$ cat config.mk
export PLATFORM = sky130hd
export DESIGN_NAME = poly_tone_synth
export DESIGN_NICKNAME = d
export VERILOG_FILES = /design/src/rtl/poly_tone_synth.sv
export SDC_FILE = /design/constraint.sdc
export NUM_CORES = 1
export LEC_CHECK = 0
export ABC_AREA = 1
export CORE_ASPECT_RATIO = 0.6
export CORE_MARGIN = 3
export CORE_UTILIZATION = 50
export CTS_CLUSTER_SIZE = 30
export DETAILED_ROUTE_END_ITERATION = 16
export DONT_BUFFER_PORTS = 1
export PLACE_DENSITY_LB_ADDON = 0.05
export SETUP_SLACK_MARGIN = 0.02
export SYNTH_ARGS = -nofsm -noshare
export SYNTH_HDL_FRONTEND = slang
export SYNTH_SLANG_ARGS = --single-unit
$ cat constraint.sdc
create_clock -name clk_100M -period 4.2 [get_ports clk_100M]
set_input_delay 1.05 -clock clk_100M [delete_from_list [all_inputs] [get_ports clk_100M]]
set_output_delay 1.05 -clock clk_100M [all_outputs]
set_load 0.05 [all_outputs]
$ cat src/rtl/poly_tone_synth.sv
// Polyphonic square-wave synthesiser: per-voice note divider and envelope FSM,
// summed into a single PWM bitstream for the Pmod amplifier.
//
// state   | meaning
// --------+-----------------------------------------------------------
// IDLE    | voice silent, level held at 0
// ATTACK  | level ramps up by ATTACK_STEP per envelope tick
// SUSTAIN | level held at full scale while the key is held
// RELEASE | level ramps down by RELEASE_STEP per tick, back to IDLE at 0
module poly_tone_synth #(
    parameter int   VOICES       = 4,
    parameter int   PWM_W        = 8,
    parameter int   ENV_DIV      = 100000,
    parameter int   ATTACK_STEP  = 8,
    parameter int   RELEASE_STEP = 2,
    parameter int   DIV_SHIFT    = 0,
    parameter logic GAIN_LOW     = 1'b1
) (
    input  logic                  clk_100M,
    input  logic                  rst_n,
    input  logic [VOICES-1:0]     key_on,
    input  logic [3*VOICES-1:0]   note,
    input  logic [3*VOICES-1:0]   octave,
    output logic                  AIN,
    output logic                  GAIN,
    output logic                  NC,
    output logic                  ACTIVE
);

    localparam int MIX_W = PWM_W + $clog2(VOICES);
    localparam int PRE_W = $clog2(ENV_DIV + 1);

    localparam logic [PWM_W-1:0] FULL     = '1;
    localparam logic [PWM_W:0]   FULL_X   = {1'b0, FULL};
    localparam logic [PWM_W:0]   A_STEP_X = (PWM_W+1)'(ATTACK_STEP);
    localparam logic [PWM_W-1:0] A_STEP   = PWM_W'(ATTACK_STEP);
    localparam logic [PWM_W-1:0] R_STEP   = PWM_W'(RELEASE_STEP);
    localparam logic [PRE_W-1:0] PRE_LOAD = PRE_W'(ENV_DIV - 1);

    typedef enum logic [1:0] {
        IDLE    = 2'd0,
        ATTACK  = 2'd1,
        SUSTAIN = 2'd2,
        RELEASE = 2'd3
    } state_t;

    function automatic logic [31:0] base_hp(input logic [2:0] n);
        case (n)
            3'd1:    base_hp = 32'd1528902;
            3'd2:    base_hp = 32'd1362097;
            3'd3:    base_hp = 32'd1213491;
            3'd4:    base_hp = 32'd1145383;
            3'd5:    base_hp = 32'd1020420;
            3'd6:    base_hp = 32'd909091;
            3'd7:    base_hp = 32'd809908;
            default: base_hp = '1;
        endcase
    endfunction

    logic [31:0]      hp      [VOICES];
    logic [31:0]      hp_next [VOICES];
    logic [31:0]      cnt     [VOICES];
    logic [PWM_W-1:0] level   [VOICES];
    logic [PWM_W-1:0] lvl_up  [VOICES];
    logic [PWM_W-1:0] lvl_dn  [VOICES];
    state_t           state   [VOICES];
    logic [VOICES-1:0] sq;
    logic [VOICES-1:0] gate;

    logic [PRE_W-1:0] presc;
    logic             tick;
    logic [MIX_W-1:0] mix;
    logic [MIX_W-1:0] pcnt;
    logic [MIX_W-1:0] duty;
    logic             any_busy;

    assign GAIN = GAIN_LOW;
    assign NC   = 1'b0;
    assign tick = (presc == '0);

    always_comb begin
        gate     = '0;
        mix      = '0;
        any_busy = 1'b0;
        for (int v = 0; v < VOICES; v++) begin
            gate[v]    = key_on[v] && (note[3*v +: 3] != 3'd0);
            hp_next[v] = (note[3*v +: 3] == 3'd0) ? '1 :
                         base_hp(note[3*v +: 3]) >> (32'(octave[3*v +: 3]) + 32'(DIV_SHIFT));
            // Saturating ramps; the widened sum catches overflow past full scale.
            lvl_up[v]  = (({1'b0, level[v]} + A_STEP_X) > FULL_X) ? FULL : level[v] + A_STEP;
            lvl_dn[v]  = (level[v] < R_STEP) ? '0 : level[v] - R_STEP;
            mix        = mix + (sq[v] ? MIX_W'(level[v]) : '0);
            if (state[v] != IDLE)
                any_busy = 1'b1;
        end
    end

    always_ff @(posedge clk_100M) begin
        if (!rst_n) begin
            sq <= '0;
            for (int v = 0; v < VOICES; v++) begin
                hp[v]    <= '0;
                cnt[v]   <= '0;
                level[v] <= '0;
                state[v] <= IDLE;
            end
        end else begin
            for (int v = 0; v < VOICES; v++) begin
                hp[v] <= hp_next[v];
                // >= rather than == so a shrinking half-period toggles at once
                if (cnt[v] >= hp[v]) begin
                    sq[v]  <= ~sq[v];
                    cnt[v] <= 32'd1;
                end else begin
                    cnt[v] <= cnt[v] + 32'd1;
                end

                case (state[v])
                    IDLE: begin
                        level[v] <= '0;
                        if (gate[v])
                            state[v] <= ATTACK;
                    end
                    ATTACK: begin
                        if (!gate[v]) begin
                            state[v] <= RELEASE;
                        end else if (level[v] == FULL) begin
                            state[v] <= SUSTAIN;
                        end else if (tick) begin
                            level[v] <= lvl_up[v];
                            if (lvl_up[v] == FULL)
                                state[v] <= SUSTAIN;
                        end
                    end
                    SUSTAIN: begin
                        level[v] <= FULL;
                        if (!gate[v])
                            state[v] <= RELEASE;
                    end
                    RELEASE: begin
                        if (gate[v])
                            state[v] <= ATTACK;
                        else if (level[v] == '0)
                            state[v] <= IDLE;
                        else if (tick)
                            level[v] <= lvl_dn[v];
                    end
                    default: state[v] <= IDLE;
                endcase
            end
        end
    end

    always_ff @(posedge clk_100M) begin
        if (!rst_n) begin
            presc  <= '0;
            pcnt   <= '0;
            duty   <= '0;
            AIN    <= 1'b0;
            ACTIVE <= 1'b0;
        end else begin
            presc  <= tick ? PRE_LOAD : presc - 1'b1;
            pcnt   <= pcnt + 1'b1;
            if (&pcnt)
                duty <= mix;
            AIN    <= (pcnt < duty);
            ACTIVE <= any_busy;
        end
    end

endmodule

* Yosys cells after proc, flatten, opt, wreduce, memory -nomap -nowiden
Memory sizes are Yosys's and may differ from the RTL's.
Cells that the tools add are included.
** Storage, ports and cells
- Bits in registers :: 43
- Bits in writable memories :: 296
- Bits of input ports :: 30
- Word-level logic and storage cells :: 484
- Memories kept :: 4
** Operators by class
- Add/sub/neg operators :: 21
- $lt $le $gt $ge :: 13
- Equality and inequality tests :: 48
- Shift operators :: 4
- Mux-type cells :: 296
- Bitwise operators :: 61
- Reductions and logical operators :: 27
** Memories
- cnt :: words 4, width 32, rd ports 4, clocked after Yosys merged registers in 0, write ports 4, RTL line 62 : logic [31:0] cnt [VOICES];
- hp :: words 4, width 32, rd ports 4, clocked after Yosys merged registers in 0, write ports 4, RTL line 60 : logic [31:0] hp [VOICES];
- level :: words 4, width 8, rd ports 4, clocked after Yosys merged registers in 0, write ports 4, RTL line 63 : logic [PWM_W-1:0] level [VOICES];
- state :: words 4, width 2, rd ports 4, clocked after Yosys merged registers in 0, write ports 4, RTL line 66 : state_t state [VOICES];
** Operator list (number)
- case mux 32 bit (7 select lines) :: 4
- two-way mux 32 bit :: 16
- two-way mux 8 bit :: 28
- two-way mux 1 bit :: 219
- adder 32 x 1 -> 32 bit, second input constant :: 4
- greater-or-equal comparator 32 bit :: 4
- right shift 32 x 3 -> 32 bit :: 4
- == test 8 bit, second input constant :: 8
- two-way mux 2 bit :: 28
- bitwise OR 1 bit :: 56
- == test 3 bit, second input constant :: 16
- adder 8 x 4 -> 9 bit, second input constant :: 4
- > comparator 9 x 8 -> 1 bit, second input constant :: 4
- adder 8 x 4 -> 8 bit, second input constant :: 4
- logical NOT 8 bit :: 4
- less-than comparator 8 x 2 -> 1 bit, second input constant :: 4
- subtractor 8 x 2 -> 8 bit, second input constant :: 4
- == test 3 x 2 -> 1 bit, second input constant :: 8
- logical NOT 17 bit :: 1
- two-way mux 17 bit :: 1
- subtractor 17 x 1 -> 17 bit, second input constant :: 1
- == test 2 bit, second input constant :: 8
- == test 3 x 1 -> 1 bit, second input constant :: 4
- logical NOT 3 bit :: 4
- 13 further kinds :: 32

* Logic depth before layout (Yosys ltp)
An unclocked memory read counts as a cell.
- Word-level depth :: 16
- Depth in mapped cells :: 15

* Worst setup path after synthesis
Ideal clock, no wire load.
- Path kind :: reg2reg
- Start :: register sq[0]
- End :: register duty[7]
- Setup time :: 0.115 ns
- Data arrival time :: 3.114 ns
- Required time :: 4.085 ns
- Path slack :: 0.971 ns
- Stages on the path, launching flop included :: 16
- Path through :: dfxtp_1 -> clkbuf_1 -> nand2_1 -> fa_1 -> inv_1 -> fa_1 -> ha_1 -> inv_1 -> fa_1 -> o21ai_0 -> nand2_1 -> nand2_1 -> a21oi_1 -> xor2_1 -> o21ai_0 -> inv_1
** On the way
- Word-level cells in the longest chain between the ends :: 4
** RTL lines
- start: declaration :: RTL line 67 : logic [VOICES-1:0] sq;
- start signal: indexed assignment :: RTL line 112 : sq[v] <= ~sq[v];
- two-way mux 8 bit :: RTL line 92 : mix = mix + (sq[v] ? MIX_W'(level[v]) : '0);
- adder 8 x 8 -> 9 bit :: RTL line 92
- adder 9 x 8 -> 10 bit :: RTL line 92
- adder 10 x 8 -> 10 bit :: RTL line 92
- end signal: assignment :: RTL line 165 : duty <= mix;
- end: declaration :: RTL line 74 : logic [MIX_W-1:0] duty;
No other way between the ends.
A chain may end at the register's enable or synchronous reset.

* Worst setup path in the final report
- Start :: register sq[1]
- End :: register duty[7]
The elaborated chain is that of the path after synthesis.

==> results.sh <==
export IMPL_status="complete, no violations"
export IMPL_hp_class="flip-flop to flip-flop"
export IMPL_max_freq_mhz=300
export IMPL_period_needed_ps=3340
export IMPL_nFillCells=4221
export IMPL_critPathCaptureType="flip-flop"
export IMPL_setup_viol=0
export IMPL_layout_drive_gt1_share_pct=4.70
export IMPL_num_nets_final=3322
export IMPL_finalCritPeriodShare_pct=79.5
export IMPL_clock_latency_ps=530
export IMPL_stdcell_count=3709
export IMPL_syn_cell_area_sq_um=22500
export IMPL_grt_pass1_wl_microns=90700
export IMPL_dp_cells=3646
export IMPL_final_cell_mix="nand2_1, inv_1, nor2_1"
export IMPL_initial_utilization_pct=51.3
export IMPL_hold_slack_ps=434
export IMPL_firstDrtPassIters=6
export IMPL_antenna_cells=0
export IMPL_root_buffer="clkbuf_16"
export IMPL_yosys_warnings=0
export IMPL_gp_congestion=0.890
export IMPL_cts_tree="built"
export IMPL_drc=0
export IMPL_via_per_inst=5.32
export IMPL_final_common_cell="nand2_1"
export IMPL_grt_pass1_vias=18387
export IMPL_grt_max_degree=50
export IMPL_postSynthAreaPerCell_sq_um=7.44
export IMPL_regArea_sq_um=8230
export IMPL_reg2reg_to="duty[7]$_SDFFE_PN0P_"
export IMPL_hp_start="presc[0]$_SDFF_PN0_"
export IMPL_die_y_microns=170
export IMPL_core_area_sq_um=43800
export IMPL_post_cts_resized=0
export IMPL_clock_path_buffers=3
export IMPL_leakagePower_uw=0.0110
export IMPL_worst_slack_ps=862
export IMPL_arrival_ps=3760
export IMPL_multiInputGateArea_sq_um=12600
export IMPL_dp_hpwl_microns=42200
export IMPL_final_area_sq_um=24600
export IMPL_ant_nets=0
export IMPL_area_delta_synth_final_pct=9.35
export IMPL_slew_headroom_pct=38.9
export IMPL_antenna_found_initial=0
export IMPL_synth_ff_type="edfxtp_1"
export IMPL_crit_type="flip-flop to flip-flop"
export IMPL_setup_tns_ps=0
export IMPL_slew_violations=0
export IMPL_ir_drop_mv=0.228
export IMPL_rsz0062_at_grt="no"
export IMPL_ff2ff_path_depth=14
export IMPL_gr_total_overflow=0
export IMPL_postSynthCellCount=3025
export IMPL_ys_seq_elements=327
export IMPL_placed_area_sq_um=23400
export IMPL_synthArstFlopShare_pct=0
export IMPL_worst_pin_slew_ps=910
export IMPL_finalClockSkew_ps=25.0
export IMPL_critPathLaunchType="flip-flop"
export IMPL_ios=34
export IMPL_p_per_area_nw_per_um2=384
export IMPL_r2r_start="sq[1]$_SDFFE_PN0P_"
export IMPL_cp_data_required_time_ps=4620
export IMPL_placementRows=59
export IMPL_ys_seq_area_share_pct=36.6
export IMPL_htree_num_levels=2
export IMPL_dr_total_vias=19727
export IMPL_route_final_wire_length_microns=53800
export IMPL_cts_sinks=327
export IMPL_die_area_sq_um=47700
export IMPL_cts_made_buffers=35
export IMPL_post_cts_setup_buffer_count=0
export IMPL_hold_viol_final=0
export IMPL_dp_slack_ps=863
export IMPL_whs_endpoint="presc[0]$_SDFF_PN0_"
export IMPL_hold_buffers=0
export IMPL_die_w_microns=280
export IMPL_ys_types=59
export IMPL_rrSetupSlack_ps=860
export IMPL_drt_iter0_drc=1579
export IMPL_crit_fanout=10
export IMPL_wl_per_cell_microns=14.5
export IMPL_hold_depth=1
export IMPL_cap_violations=0
export IMPL_synth_edf_count=168
export IMPL_io_buffers=0
export IMPL_grt_total_usage_pct=22.8
export IMPL_clk_pin_slew_ps=60
[worst max path at each step]
stage	startpoint	to	slack (ps)
final	sq[1]$_SDFFE_PN0P_	duty[7]$_SDFFE_PN0P_	860
after global routing	sq[1]$_SDFFE_PN0P_	duty[7]$_SDFFE_PN0P_	630
after CTS	sq[0]$_SDFFE_PN0P_	duty[7]$_SDFFE_PN0P_	860
after detailed placement	sq[1]$_SDFFE_PN0P_	duty[7]$_SDFFE_PN0P_	860
after global placement	sq[1]$_SDFFE_PN0P_	duty[7]$_SDFFE_PN0P_	860
after floorplan	sq[0]$_SDFFE_PN0P_	duty[7]$_SDFFE_PN0P_	970
[worst max-delay path, stage by stage (launching register included)]
cell and delay (ps):
dfxtp_1 510, nand2_1 140, fa_1 520, inv_1 60, fa_1 540, ha_1 170
inv_1 50, fa_1 390, o21ai_0 270, nand2_1 80, nand2_1 70, a21oi_1 80
xor2_1 140, o21ai_0 140, inv_1 50
[logic make-up after synthesis]
family                     after synthesis  share of synthesized area [%]
other                                    2                         0.0334
muxes                                    6                          0.267
adders and majority gates              188                           11.0
xor gates and xnor gates               112                           4.36
AOI/OAI and AO/OA                      527                           13.1
and+or+nand+nor                       1292                           25.0
DFF                                    327                           36.6
buffers and inverters                  571                           9.67
[synth_stat cells, types with 9 or more instances]
master / instances / share of area (%)
a21oi_1: 175 / 3.9
a31oi_1: 20 / 0.56
buf_1: 13 / 0.22
buf_2: 20 / 0.44
clkbuf_1: 58 / 0.97
dfxtp_1: 159 / 14
edfxtp_1: 168 / 22
fa_1: 16 / 1.4
ha_1: 172 / 9.6
inv_1: 450 / 7.5
inv_2: 26 / 0.43
nand2_1: 578 / 9.6
nand3_1: 116 / 2.6
nand4_1: 60 / 1.7
nor2_1: 353 / 5.9
nor2_2: 16 / 0.44
nor3_1: 88 / 2.0
nor3_2: 9 / 0.40
nor4_1: 17 / 0.47
o211ai_1: 32 / 1.1
o21ai_0: 183 / 4.1
o21ai_1: 45 / 1.0
o221ai_1: 30 / 1.2
o22ai_1: 12 / 0.33
or2_1: 9 / 0.25
or2_2: 10 / 0.28
xnor2_1: 35 / 1.4
xor2_1: 77 / 3.0
[metal layers]
| metal | part of all wire (%) | vias to the layer above | GRT usage [%] |
|---|---|---|---|
| li1 | - | 10056 | - |
| met1 | 52 | 9051 | 35.4 |
| met2 | 40 | 552 | 33.3 |
| met3 | 6.3 | 68 | 3.61 |
| met4 | 1.8 | 0 | 4.63 |
| met5 | 0 | - | 0 |
[sequential cells by signal (all words and copies together) (netlist names)]
signal,cells
cnt,128
hp,116
level,32
presc,17
duty,10
pcnt,10
state,8
sq,4
ACTIVE,1
AIN,1
[through the flow]
stage	utilization, %	power (uW)
after floorplan	-	5740
after global placement	53.3	6210
after detailed placement	53.3	6250
after CTS	56.1	9500
after global routing	56.1	10000
final	56.1	9450
[report_power, final]
| group | internal (uW) | total (uW) | switching (uW) | leakage [uW] |
|---|---|---|---|---|
| sequential | 3730 | 4100 | 373 | 0.00308 |
| combinational | 760 | 2130 | 1370 | 0.00733 |
| clock | 1930 | 3220 | 1290 | 0.000612 |
| total | 6420 | 9450 | 3030 | 0.0110 |
[cell type report]
type / count / share of cell area (%)
Clock inverter: 7 / 0.153
Clock buffer: 56 / 4.79
Sequential cell: 327 / 33.4
Timing Repair Buffer: 7 / 0.264
Multi-Input combinational cell: 2255 / 51.1
Tap cell: 579 / 2.94
Inverter: 478 / 7.29
Note: power is estimated with default switching activity, not from simulation.
